### config.mk
export PLATFORM = sky130hd
export DESIGN_NAME = bit_serializer
export DESIGN_NICKNAME = d
export VERILOG_FILES = /design/src/rtl/bit_serializer.sv
export SDC_FILE = /design/constraint.sdc
export NUM_CORES = 1
export LEC_CHECK = 0
export CAP_MARGIN = 20
export CORE_ASPECT_RATIO = 1.5
export CORE_MARGIN = 2
export CORE_UTILIZATION = 45
export DETAILED_ROUTE_END_ITERATION = 6
export MAX_ROUTING_LAYER = met4
export PLACE_DENSITY = 0.75
export SETUP_SLACK_MARGIN = 0.5
export SYNTH_ARGS = -nofsm -noshare
export SYNTH_HDL_FRONTEND = slang
export SYNTH_SLANG_ARGS = --single-unit
### constraint.sdc
create_clock -name clk -period 2 [get_ports clk]
set_clock_uncertainty 0.05 [all_clocks]
set_input_delay 0.4 -clock clk [delete_from_list [all_inputs] [get_ports clk]]
set_output_delay 0.4 -clock clk [all_outputs]
set_load 0.02 [all_outputs]
### src/rtl/bit_serializer.sv
// Parallel-to-serial shifter with a one-word holding register. When the holding
// register is loaded before the current word ends, words stream back to back.
module bit_serializer #(
    parameter int WIDTH     = 16,
    parameter bit MSB_FIRST = 1'b0
) (
    input  logic                     clk,
    input  logic                     rst_n,
    input  logic                     load,
    input  logic [WIDTH-1:0]         data_in,
    input  logic                     abort,
    output logic                     ready,
    output logic                     ser_out,
    output logic                     ser_valid,
    output logic                     word_done,
    output logic [$clog2(WIDTH)-1:0] bit_idx,
    output logic                     drop
);

    localparam int IW = $clog2(WIDTH);
    localparam logic [IW-1:0] LAST_IDX = IW'(WIDTH - 1);

    localparam logic [0:0] ST_IDLE  = 1'b0;
    localparam logic [0:0] ST_SHIFT = 1'b1;

    logic [0:0]       state_q, state_d;
    logic [WIDTH-1:0] hold_q, hold_d;
    logic             hold_full_q, hold_full_d;
    logic [WIDTH-1:0] shreg_q, shreg_d;
    logic             ser_out_q, ser_out_d;
    logic             ser_valid_q, ser_valid_d;
    logic             word_done_q, word_done_d;
    logic [IW-1:0]    idx_q, idx_d;
    logic             drop_q, drop_d;
    logic             reload, advance;

    always_comb begin
        state_d     = state_q;
        hold_d      = hold_q;
        hold_full_d = hold_full_q;
        shreg_d     = shreg_q;
        ser_out_d   = ser_out_q;
        ser_valid_d = ser_valid_q;
        word_done_d = word_done_q;
        idx_d       = idx_q;
        drop_d      = 1'b0;
        reload      = 1'b0;
        advance     = 1'b0;

        if (abort) begin
            state_d     = ST_IDLE;
            hold_full_d = 1'b0;
            shreg_d     = '0;
            ser_out_d   = 1'b0;
            ser_valid_d = 1'b0;
            word_done_d = 1'b0;
            idx_d       = '0;
        end else begin
            drop_d = load && hold_full_q;

            case (state_q)
                ST_IDLE: begin
                    ser_valid_d = 1'b0;
                    ser_out_d   = 1'b0;
                    word_done_d = 1'b0;
                    idx_d       = '0;
                    reload      = hold_full_q;
                end
                default: begin
                    if (idx_q == LAST_IDX) begin
                        if (hold_full_q) begin
                            reload = 1'b1;
                        end else begin
                            state_d     = ST_IDLE;
                            ser_valid_d = 1'b0;
                            ser_out_d   = 1'b0;
                            word_done_d = 1'b0;
                            idx_d       = '0;
                        end
                    end else begin
                        advance = 1'b1;
                    end
                end
            endcase

            // Both paths present the bit that lands at the output end of the shifter.
            if (reload) begin
                state_d     = ST_SHIFT;
                shreg_d     = hold_q;
                hold_full_d = 1'b0;
                ser_valid_d = 1'b1;
                word_done_d = 1'b0;
                idx_d       = '0;
            end
            if (advance) begin
                shreg_d     = MSB_FIRST ? (shreg_q << 1) : (shreg_q >> 1);
                idx_d       = idx_q + 1'b1;
                word_done_d = ((idx_q + 1'b1) == LAST_IDX);
            end
            if (reload || advance) begin
                ser_out_d = MSB_FIRST ? shreg_d[WIDTH-1] : shreg_d[0];
            end

            // Accept only into an empty holding register; cannot coincide with reload.
            if (load && !hold_full_q) begin
                hold_d      = data_in;
                hold_full_d = 1'b1;
            end
        end
    end

    always_ff @(posedge clk) begin
        if (!rst_n) begin
            state_q     <= ST_IDLE;
            hold_q      <= '0;
            hold_full_q <= 1'b0;
            shreg_q     <= '0;
            ser_out_q   <= 1'b0;
            ser_valid_q <= 1'b0;
            word_done_q <= 1'b0;
            idx_q       <= '0;
            drop_q      <= 1'b0;
        end else begin
            state_q     <= state_d;
            hold_q      <= hold_d;
            hold_full_q <= hold_full_d;
            shreg_q     <= shreg_d;
            ser_out_q   <= ser_out_d;
            ser_valid_q <= ser_valid_d;
            word_done_q <= word_done_d;
            idx_q       <= idx_d;
            drop_q      <= drop_d;
        end
    end

    assign ready     = ~hold_full_q;
    assign ser_out   = ser_out_q;
    assign ser_valid = ser_valid_q;
    assign word_done = word_done_q;
    assign bit_idx   = idx_q;
    assign drop      = drop_q;

endmodule
==> run_results.csv, run 1 <==
group,metric,value,unit
outcome,run_status,"complete, no violations",
routing,drcViolationCount,0,
worst_hold_path,hold_class,"in2reg",
power_and_ir_drop,seq_power_share,55.7,%
cts,cts_tree,"done",
yosys,synthesis.nets,201,
critical_path,worstSetupEndpointType,"output port",
sta,hold_viol_final,0,
cts,clk_latency,0.29,ns
routing,drt-pass1-iter-count,4,
sta,tightest_slew,0.2372,ns
floorplan,start_util,47.31,%
routing,first_iter_violations,29,
sta,slew_viol_final,0,
run,drv_cap,0,
cts,root_buffer,"clkbuf_8",
cells_and_area,fin_nets,230,
floorplan,rows,27,
cts,postCtsHoldBufs,0,
cells_and_area,drive_above_1_share,16.83,%
yosys,yosysWarnings,0,
sta,maxSlewHeadroom,84.19,%
floorplan,die_area,4433,sq um
routing,routed_via_density,5.550,
critical_path,crit_buf_inv,1,
power_and_ir_drop,power.leakage,0.0007830,uW
cts,cts-htree-levels,2,
yosys,netlist_area,1758,sq um
critical_path,critPathArrivalTime,1.02,ns
routing,ant_nets,0,
routing,wl,3.582,mm
cells_and_area,syn_to_final_growth,23.91,%
power_and_ir_drop,p_total,1516,uW
place,dpl.hpwl,2.500,mm
critical_path,slowest_stage,"dfxtp_2",
power_and_ir_drop,pwr-share-clk,35.0,%
sta,post-route-period-util,73.43,%
floorplan,die_x,55.03,microns
global_routing,grt_max_degree,22,
cts,cts_buffer_depth,2,
critical_path,path_cells,"clkdlybuf4s15_1",
power_and_ir_drop,ir_worst_vdd,413.5,uV
floorplan,core-area,3716,sq um
sta,fin_tns_setup,0,ns
cts,cts_buffers,5,
yosys,seq_area_frac_synth,46.69,%
place,gp_congestion,0.7799,
yosys,ys_seq_elements,41,
yosys,ys_types,27,
power_and_ir_drop,internal_power,1182,uW
critical_path,required,1.55,ns
critical_path,crit_family,"flip-flops",
cts,cts.sinks,41,
critical_path,worst_setup_path_start_kind,"register",
global_routing,grt_pass1_vias,1302,
power_and_ir_drop,pwr-share-comb,9.3,%
cells_and_area,antenna_cells,0,
floorplan,die_y,80.55,microns
routing,wl_per_cell,14.27,microns
routing,num_vias,1393,
critical_path,cpPeakStageDelay,0.39,ns
global_routing,grtUsageTotal,17.76,%
power_and_ir_drop,powerDensity,695.8,nW/um^2
yosys,syn-mean-instance-area,9.821,sq um
floorplan,ios,29,
global_routing,grt_pass1_wl,5.547,mm
cts,clk_pin_slew,0.07,ns
power_and_ir_drop,p_sw,333.7,uW
place,io_buffers,28,
global_routing,antenna_found_initial,0,
global_routing,gr-total-overflow,0,
yosys,postSynthCellCount,179,
sta,grt_setup_unrepaired,"yes",
cells_and_area,fillers,331,
sta,fin_crit,1.469,ns
power_and_ir_drop,p_sw_share,22.01,%
sta,fmax,0.6809,GHz
sta,setup_viol,0,
critical_path,crit_type,"reg2out",
critical_path,critPathMaxFanout,5,
-- cells in the mapped netlist --
| cell type | n | area [sq um] |
|---|---|---|
| a21boi_0 | 6 | 45.04 |
| a21boi_1 | 10 | 75.07 |
| a21oi_1 | 1 | 5.000 |
| and2_4 | 1 | 8.760 |
| and3_1 | 2 | 12.51 |
| buf_2 | 8 | 40.04 |
| buf_6 | 3 | 33.78 |
| clkbuf_1 | 5 | 18.77 |
| dfxtp_1 | 41 | 820.8 |
| ha_1 | 2 | 25.02 |
| inv_1 | 2 | 7.510 |
| mux2i_1 | 15 | 150.1 |
| nand2_1 | 33 | 123.9 |
| nand2b_1 | 1 | 6.260 |
| nand3_1 | 3 | 15.01 |
| nand3_4 | 1 | 17.52 |
| nand4_1 | 16 | 100.1 |
| nor2b_1 | 2 | 12.51 |
| nor3_1 | 6 | 30.03 |
| nor3b_4 | 1 | 18.77 |
| o21a_1 | 1 | 7.510 |
| o21ai_0 | 1 | 5.000 |
| o31ai_1 | 7 | 52.55 |
| o31ai_2 | 8 | 100.1 |
| or3b_1 | 1 | 8.760 |
| xnor2_1 | 1 | 8.760 |
| xor2_1 | 1 | 8.760 |
-- sequential cells by signal, summed over array words and instances (netlist names) --
name         cells
word_done        1
hold_q          16
drop             1
hold_full_q      1
ser_valid        1
shreg_q         15
bit_idx          4
state_q          1
ser_out          1
-- cells in the final DEF (no fill, tap or decap), types with 2 or more instances in the layout --
cell,instances
dfxtp_2,3
a21boi_0,6
clkdlybuf4s50_1,18
and3_1,2
dlygate4sd2_1,5
buf_4,7
nand4_1,16
and2_4,2
dfxtp_1,38
nor3_1,6
inv_1,2
clkbuf_8,6
nor2b_1,2
nand3_1,3
o31ai_2,8
clkbuf_2,2
o31ai_1,7
mux2i_1,15
a21boi_1,10
nand2_1,33
-- through the flow --
step / util (%) / area, sq um / std cells / setup slack (ns) / hold slack [ns]
floorplan: - / 1773 / 179 / 0.5367 / 0.3847
global placement: 56.36 / 2095 / 243 / 0.2443 / 0.3962
detailed placement: 56.36 / 2095 / 243 / 0.2198 / 0.4056
CTS: 58.52 / 2175 / 250 / 0.4541 / 0.4157
global route: 58.62 / 2178 / 251 / 0.4702 / 0.3948
finish: 58.62 / 2178 / 251 / 0.5314 / 0.3865
-- area by class of cell --
type                       count  area (sq um)  share of cell area [%]
clock buffer                   7         86.33                   3.963
tap                           43         53.80                   2.470
inverter                       2         7.507                  0.3446
sequential                    41         824.5                   37.85
timing repair buffer          37         345.3                   15.85
multi-input combinational    121         860.8                   39.52
-- kinds of logic after synthesis --
| kind of cell | synth area share (%) |
|---|---|
| and+or+nand+nor | 20.14 |
| buffers and inverters | 5.694 |
| muxes | 8.541 |
| AOI/OAI and AO/OA | 16.51 |
| xor gates and xnor gates | 0.9966 |
| adders and majority gates | 1.423 |
| DFF | 46.69 |
-- power by group through the flow --
stage,sequential [uW],clock [uW],combinational (uW)
after global placement,862,0,136
final,845,531,140
after floorplan,860,0,75.6
after detailed placement,863,0,139
after CTS,844,540,139
after global routing,846,572,151
-- metal layers --
metal	global-route usage (%)	routed length, microns	share of wire [%]
met1	18.53	1443	40
met2	29.40	1863	52
met3	5.390	184	5.1
met4	8.537	91	2.5
met5	-	0	0
-- final timing paths --
check,depth (start not counted),slack (ns),endpoint,start
hold / removal,2,0.39,drop$_SDFF_PP0_,load
hold reg to reg,2,0.41,hold_q[7]$_SDFFE_PN0P_,hold_q[7]$_SDFFE_PN0P_
setup / recovery,1,0.53,bit_idx[0],bit_idx[0]$_SDFFE_PP0P_
setup reg to reg,4,0.58,shreg_q[14]$_SDFFE_PP0P_,bit_idx[0]$_SDFFE_PP0P_
-- what timing repair did --
item / CTS / global route
buffers inserted: 0 / 0
pin swaps: 0 / 1
endpoints found under the setup margin: 9 / 32
gates cloned: 0 / 1
gates resized for setup: 13 / 9
No activity file was read; power rests on OpenSTA's default activity.
==> inputs of run 2 (changes only) <==
==> constraint.sdc (replaced) <==
create_clock -name clk -period 1.4 [get_ports clk]
set_clock_uncertainty 0.05 [all_clocks]
set_input_delay 0.28 -clock clk [delete_from_list [all_inputs] [get_ports clk]]
set_output_delay 0.28 -clock clk [all_outputs]
set_load 0.02 [all_outputs]
==> run 2 against run 1 <==
Worst hold slack improved by 0.033 ns. Sequential power rose by 42%. Register-to-register slack got worse by 0.48 ns. Critical path depth rose by 3. Count of clock-buffer cells in the layout fell by 2. Wire length rose by 55%. Sequential share of layout area fell by 8.4 points. Combinational power rose by 120%. Power rose by 74%. Via count rose by 17%. Highest routed layer unchanged.
==> run_results.csv, run 2 (synthesis results as in run 1) <==
group,metric,value,unit
sta,tightest_slew,0.3264,ns
sta,layout_setup_ws,0.09552,ns
cts,cts-htree-levels,2,
routing,drcViolationCount,0,
cts,postCtsHoldBufs,0,
sta,fin_crit,1.304,ns
sta,fmax,0.7666,GHz
critical_path,crit_end,"shreg_q[2]$_SDFFE_PP0P_",
sta,setup_viol,0,
routing,ant_nets,0,
global_routing,antenna_found_initial,0,
global_routing,grt_pass1_vias,1601,
cts,root_buffer,"clkbuf_8",
cts,cts.sinks,41,
routing,first_iter_violations,47,
sta,grt_setup_unrepaired,"yes",
floorplan,start_util,47.31,%
global_routing,use_met2,43.69,%
cells_and_area,layout.cells.most_common,"dfxtp_1",
routing,drt-pass1-iter-count,4,
critical_path,required,1.55,ns
floorplan,rows,27,
critical_path,crit_start,"bit_idx[0]$_SDFFE_PP0P_",
power_and_ir_drop,powerDensity,921.1,nW/um^2
global_routing,met3_usage,5.948,%
critical_path,r2r_slack,0.1,ns
critical_path,rr_startpoint,"bit_idx[0]$_SDFFE_PP0P_",
sta,fin_tns_setup,0,ns
floorplan,die_y,80.55,microns
power_and_ir_drop,ir_worst_vdd,858.4,uV
place,gp_congestion,0.7930,
floorplan,die_area,4433,sq um
power_and_ir_drop,power.leakage,0.001056,uW
sta,maxSlewHeadroom,77.62,%
critical_path,worst_setup_path_start_kind,"register",
critical_path,slowest_stage,"dfxtp_4",
routing,num_vias,1636,
global_routing,grt_pass1_wl,7.728,mm
routing,wl_per_cell,20.40,microns
routing,routed_via_density,5.993,
cts,cts_tree,"done",
sta,timing.hold.ws,0.4192,ns
place,place_worst_setup_slack,-0.3015,ns
floorplan,die_x,55.03,microns
critical_path,critPathArrivalTime,1.46,ns
floorplan,core-area,3716,sq um
place,dpl.hpwl,2.609,mm
global_routing,grtUsageTotal,25.64,%
critical_path,path_cells,"ha_4 > nand3_4 > and2_4 > o31ai_1",
cts,clk_pin_slew,0.08,ns
critical_path,critPathMaxFanout,7,
floorplan,ios,29,
sta,slew_viol_final,0,
global_routing,use_met1,25.58,%
cts,cts_buffer_depth,2,
cells_and_area,final_cell_mix,"31 x dfxtp_1, 24 x nand2_1, 18 x buf_6, 16 x nand4_1, 16 x clkdlybuf4s50_1",
worst_hold_path,hold_class,"reg2reg",
critical_path,cpPeakStageDelay,0.39,ns
sta,post-route-period-util,93.18,%
cells_and_area,top_register,"hold_q",
global_routing,grt_max_degree,22,
critical_path,r2r_cells,4,
critical_path,worstSetupEndpointType,"register",
global_routing,gr-total-overflow,0,
cells_and_area,fin_nets,251,
outcome,run_status,"complete, no violations",
run,drv_cap,0,
place,io_buffers,28,
cells_and_area,antenna_cells,0,
sta,hold_viol_final,0,
cts,cts_buffers,5,
critical_path,crit_type,"reg2reg",
cells_and_area,largest_reg_flops,16,
routing,wl,5.570,mm
critical_path,rr_endpoint,"shreg_q[2]$_SDFFE_PP0P_",
global_routing,grt-busiest-layer,"met2",
power_and_ir_drop,p_total,2643,uW
cells_and_area,drive_above_1_share,46.09,%
cts,clk_latency,0.30,ns
cells_and_area,syn_to_final_growth,63.20,%
-- run 2: cell types whose count changed in the layout (fill, tap and decap cells not counted), moves of 6 or more --
cell | before | now
dfxtp_1 | 38 | 31
nor3_1 | 6 | 0
buf_6 | 1 | 18
a21boi_2 | 0 | 6
a21boi_0 | 6 | 0
nand2_1 | 33 | 24
-- run 2: power breakdown --
part	internal (uW)	switching [uW]	total (uW)
clock	708	423	1130
combinational	166	141	307
sequential	1180	21.2	1200
total	2060	586	2640
-- run 2: what timing repair did --
item / CTS / global route
gates cloned: 5 / 0
pin swaps: 18 / 23
gates resized for setup: 96 / 41
setup buffers: 8 / 6
setup endpoints to repair: 50 / 50
-- run 2: worst min path at each step --
stage                     cells past startpoint                     from                       to
after global placement                        2  hold_q[10]$_SDFFE_PN0P_  hold_q[10]$_SDFFE_PN0P_
after detailed placement                      2   hold_q[6]$_SDFFE_PN0P_   hold_q[6]$_SDFFE_PN0P_
after floorplan                               2              data_in[10]  hold_q[10]$_SDFFE_PN0P_
after global routing                          2   hold_q[5]$_SDFFE_PN0P_   hold_q[5]$_SDFFE_PN0P_
after CTS                                     2   hold_q[6]$_SDFFE_PN0P_   hold_q[6]$_SDFFE_PN0P_
final                                         2   hold_q[3]$_SDFFE_PN0P_   hold_q[3]$_SDFFE_PN0P_
-- run 2: worst max-delay path, delay by kind of cell, from the launching register on --
kind | cells | cell delay (ns)
adders and majority gates | 1 | 0.16
AOI/OAI and AO/OA | 1 | 0.25
and+or+nand+nor | 2 | 0.37
DFF | 1 | 0.39
-- run 2: per-layer routing --
layer / up-vias / wire (microns)
met5: - / 0
li1: 740 / -
met3: 23 / 268
met4: 0 / 201
met2: 73 / 3141
met1: 800 / 1958
-- run 2: area by class of cell --
cell class / instances / area (sq um)
multi-input combinational: 122 / 1146
sequential: 41 / 845.8
inverter: 2 / 15.01
tap: 43 / 53.80
clock inverter: 3 / 65.06
fill: 218 / 847.1
timing repair buffer: 57 / 674.4
clock buffer: 5 / 68.82
-- run 2: through the flow --
step / instances / instance area (sq um) / utilization (%)
4_1_cts: 267 / 2600 / 69.97
6_report: 273 / 2869 / 77.21
5_1_grt: 273 / 2869 / 77.21
2_1_floorplan: 179 / 1823 / -
3_5_place_dp: 246 / 2162 / 58.18
3_3_place_gp: 246 / 2162 / 58.18
==> inputs of run 3 (changes only) <==
--- a/config.mk
+++ b/config.mk
@@ -8,10 +8,11 @@
 export CAP_MARGIN = 20
 export CORE_ASPECT_RATIO = 1.5
 export CORE_MARGIN = 2
-export CORE_UTILIZATION = 45
+export CORE_UTILIZATION = 30
 export DETAILED_ROUTE_END_ITERATION = 6
 export MAX_ROUTING_LAYER = met4
-export PLACE_DENSITY = 0.75
+export PLACE_DENSITY = 0.56
+export RECOVER_POWER = 50
 export SETUP_SLACK_MARGIN = 0.5
 export SYNTH_ARGS = -nofsm -noshare
 export SYNTH_HDL_FRONTEND = slang
==> run 3 against run 2 <==
Worst setup slack worse by 0.013 ns. Critical path depth is the same. Clock power decreased by 33%. Utilization down 30 points. Sequential power hardly changed. Count of clock-buffer cells in the layout grew 1. Combinational power down 7.5%. Final cell count is 11% higher. Critical path type unchanged. Critical endpoint is now shreg_q[6]$_SDFFE_PP0P_. Highest routed layer unchanged.
==> run_results.csv, run 3 (synthesis results as in run 1) <==
group,metric,value,unit
global_routing,gr-total-overflow,0,
critical_path,slowest_stage,"dfxtp_1",
floorplan,die_y,97.76,microns
cells_and_area,top_register,"hold_q",
worst_hold_path,hold_class,"in2reg",
critical_path,worstSetupEndpointType,"register",
sta,hold_viol_final,0,
floorplan,die_area,6501,sq um
sta,fin_crit,1.317,ns
cells_and_area,final_cell_mix,"39 x dfxtp_1, 22 x nand2_1, 18 x buf_6, 16 x nand4_1, 16 x clkdlybuf4s50_1",
critical_path,worst_setup_path_start_kind,"register",
power_and_ir_drop,ir_worst_vdd,377.1,uV
routing,ant_nets,0,
sta,fmax,0.7591,GHz
critical_path,crit_type,"reg2reg",
place,io_buffers,28,
cts,cts.sinks,41,
critical_path,required,1.53,ns
cells_and_area,fin_nets,253,
cells_and_area,drive_above_1_share,39.66,%
outcome,run_status,"complete, no violations",
global_routing,antenna_found_initial,0,
sta,timing.hold.ws,0.2404,ns
sta,fin_tns_setup,0,ns
cts,cts-htree-levels,2,
cells_and_area,regArea,828.3,sq um
sta,tightest_slew,0.3083,ns
sta,layout_setup_ws,0.08263,ns
cts,cts_tree,"done",
cells_and_area,largest_reg_flops,16,
global_routing,grt_pass1_vias,1481,
floorplan,start_util,30.61,%
cells_and_area,syn_to_final_growth,55.44,%
power_and_ir_drop,p_total,2241,uW
routing,first_iter_violations,51,
cells_and_area,fillers,565,
sta,post-route-period-util,94.10,%
critical_path,critPathMaxFanout,12,
floorplan,core-area,5743,sq um
power_and_ir_drop,power.leakage,0.0009577,uW
run,drv_cap,0,
critical_path,critPathArrivalTime,1.44,ns
routing,drt-pass1-iter-count,4,
power_and_ir_drop,powerDensity,820.0,nW/um^2
cts,cts_buffers,5,
routing,num_vias,1506,
global_routing,grt_max_degree,22,
cells_and_area,multiInputGateArea,1077,sq um
cts,root_buffer,"clkbuf_8",
place,place_worst_setup_slack,-0.2750,ns
cells_and_area,layout.cells.most_common,"dfxtp_1",
place,gp_congestion,0.7025,
global_routing,grt_pass1_wl,7.141,mm
routing,wl_per_cell,14.79,microns
place,dpl.hpwl,2.596,mm
cts,cts_buffer_depth,2,
routing,drcViolationCount,0,
routing,wl,4.497,mm
cts,clk_pin_slew,0.08,ns
sta,grt_setup_unrepaired,"yes",
floorplan,die_x,66.50,microns
floorplan,ios,29,
cells_and_area,antenna_cells,0,
critical_path,cpPeakStageDelay,0.37,ns
critical_path,path_cells,"buf_6 > buf_4 > mux2i_1 > o31ai_4",
sta,setup_viol,0,
routing,routed_via_density,4.954,
cts,postCtsHoldBufs,0,
cts,clk_latency,0.29,ns
sta,maxSlewHeadroom,79.43,%
global_routing,grtUsageTotal,14.61,%
sta,slew_viol_final,0,
floorplan,rows,34,
## run 3: metal layers
| metal | share of wire, % | routed length [microns] | track usage, % | vias to the layer above |
|---|---|---|---|---|
| met5 | 0 | 0 | - | - |
| met4 | 1.9 | 87 | 6.436 | 0 |
| met3 | 2.5 | 112 | 2.419 | 7 |
| met2 | 52 | 2321 | 23.38 | 23 |
| met1 | 44 | 1976 | 17.78 | 732 |
| li1 | - | - | - | 744 |
## run 3: worst paths after layout
check | from | end | slack, ns | cells after the start
max reg2reg | hold_full_q$_SDFFE_PP0P_ | shreg_q[6]$_SDFFE_PP0P_ | 0.08 | 4
max | hold_full_q$_SDFFE_PP0P_ | shreg_q[6]$_SDFFE_PP0P_ | 0.08 | 4
min | load | drop$_SDFF_PP0_ | 0.24 | 2
min reg2reg | shreg_q[5]$_SDFFE_PP0P_ | shreg_q[4]$_SDFFE_PP0P_ | 0.41 | 2
## run 3: worst max-delay path, delay by kind of cell, from the launching register on
| family | cells | cell delay [ns] |
|---|---|---|
| AOI/OAI and AO/OA | 1 | 0.09 |
| buffers and inverters | 2 | 0.36 |
| DFF | 1 | 0.37 |
| muxes | 1 | 0.32 |
## run 3: area by class of cell
class	count	share of cell area, %
Tap cell	72	3.297
Clock inverter	2	0.3663
Multi-Input combinational cell	120	39.42
Inverter	2	0.6410
Clock buffer	6	2.656
Timing Repair Buffer	61	23.31
Sequential cell	41	30.31
## run 3: stage by stage
step	instances	utilization, %	cell area, sq um
after floorplan	179	-	1823
after global placement	278	38.45	2208
after CTS	297	44.40	2550
final	304	47.58	2733
after global routing	304	47.58	2733
after detailed placement	278	38.45	2208
## run 3: what timing repair did
item | in CTS | in global routing
setup endpoints to repair | 50 | 50
pin swaps | 12 | 9
gates cloned | 1 | 1
buffers inserted | 10 | 6
resized for setup | 93 | 35
## run 3: report_power, final
group,switching [uW],internal (uW)
logic,133,151
clock network,406,346
registers,16.7,1190
total,556,1680
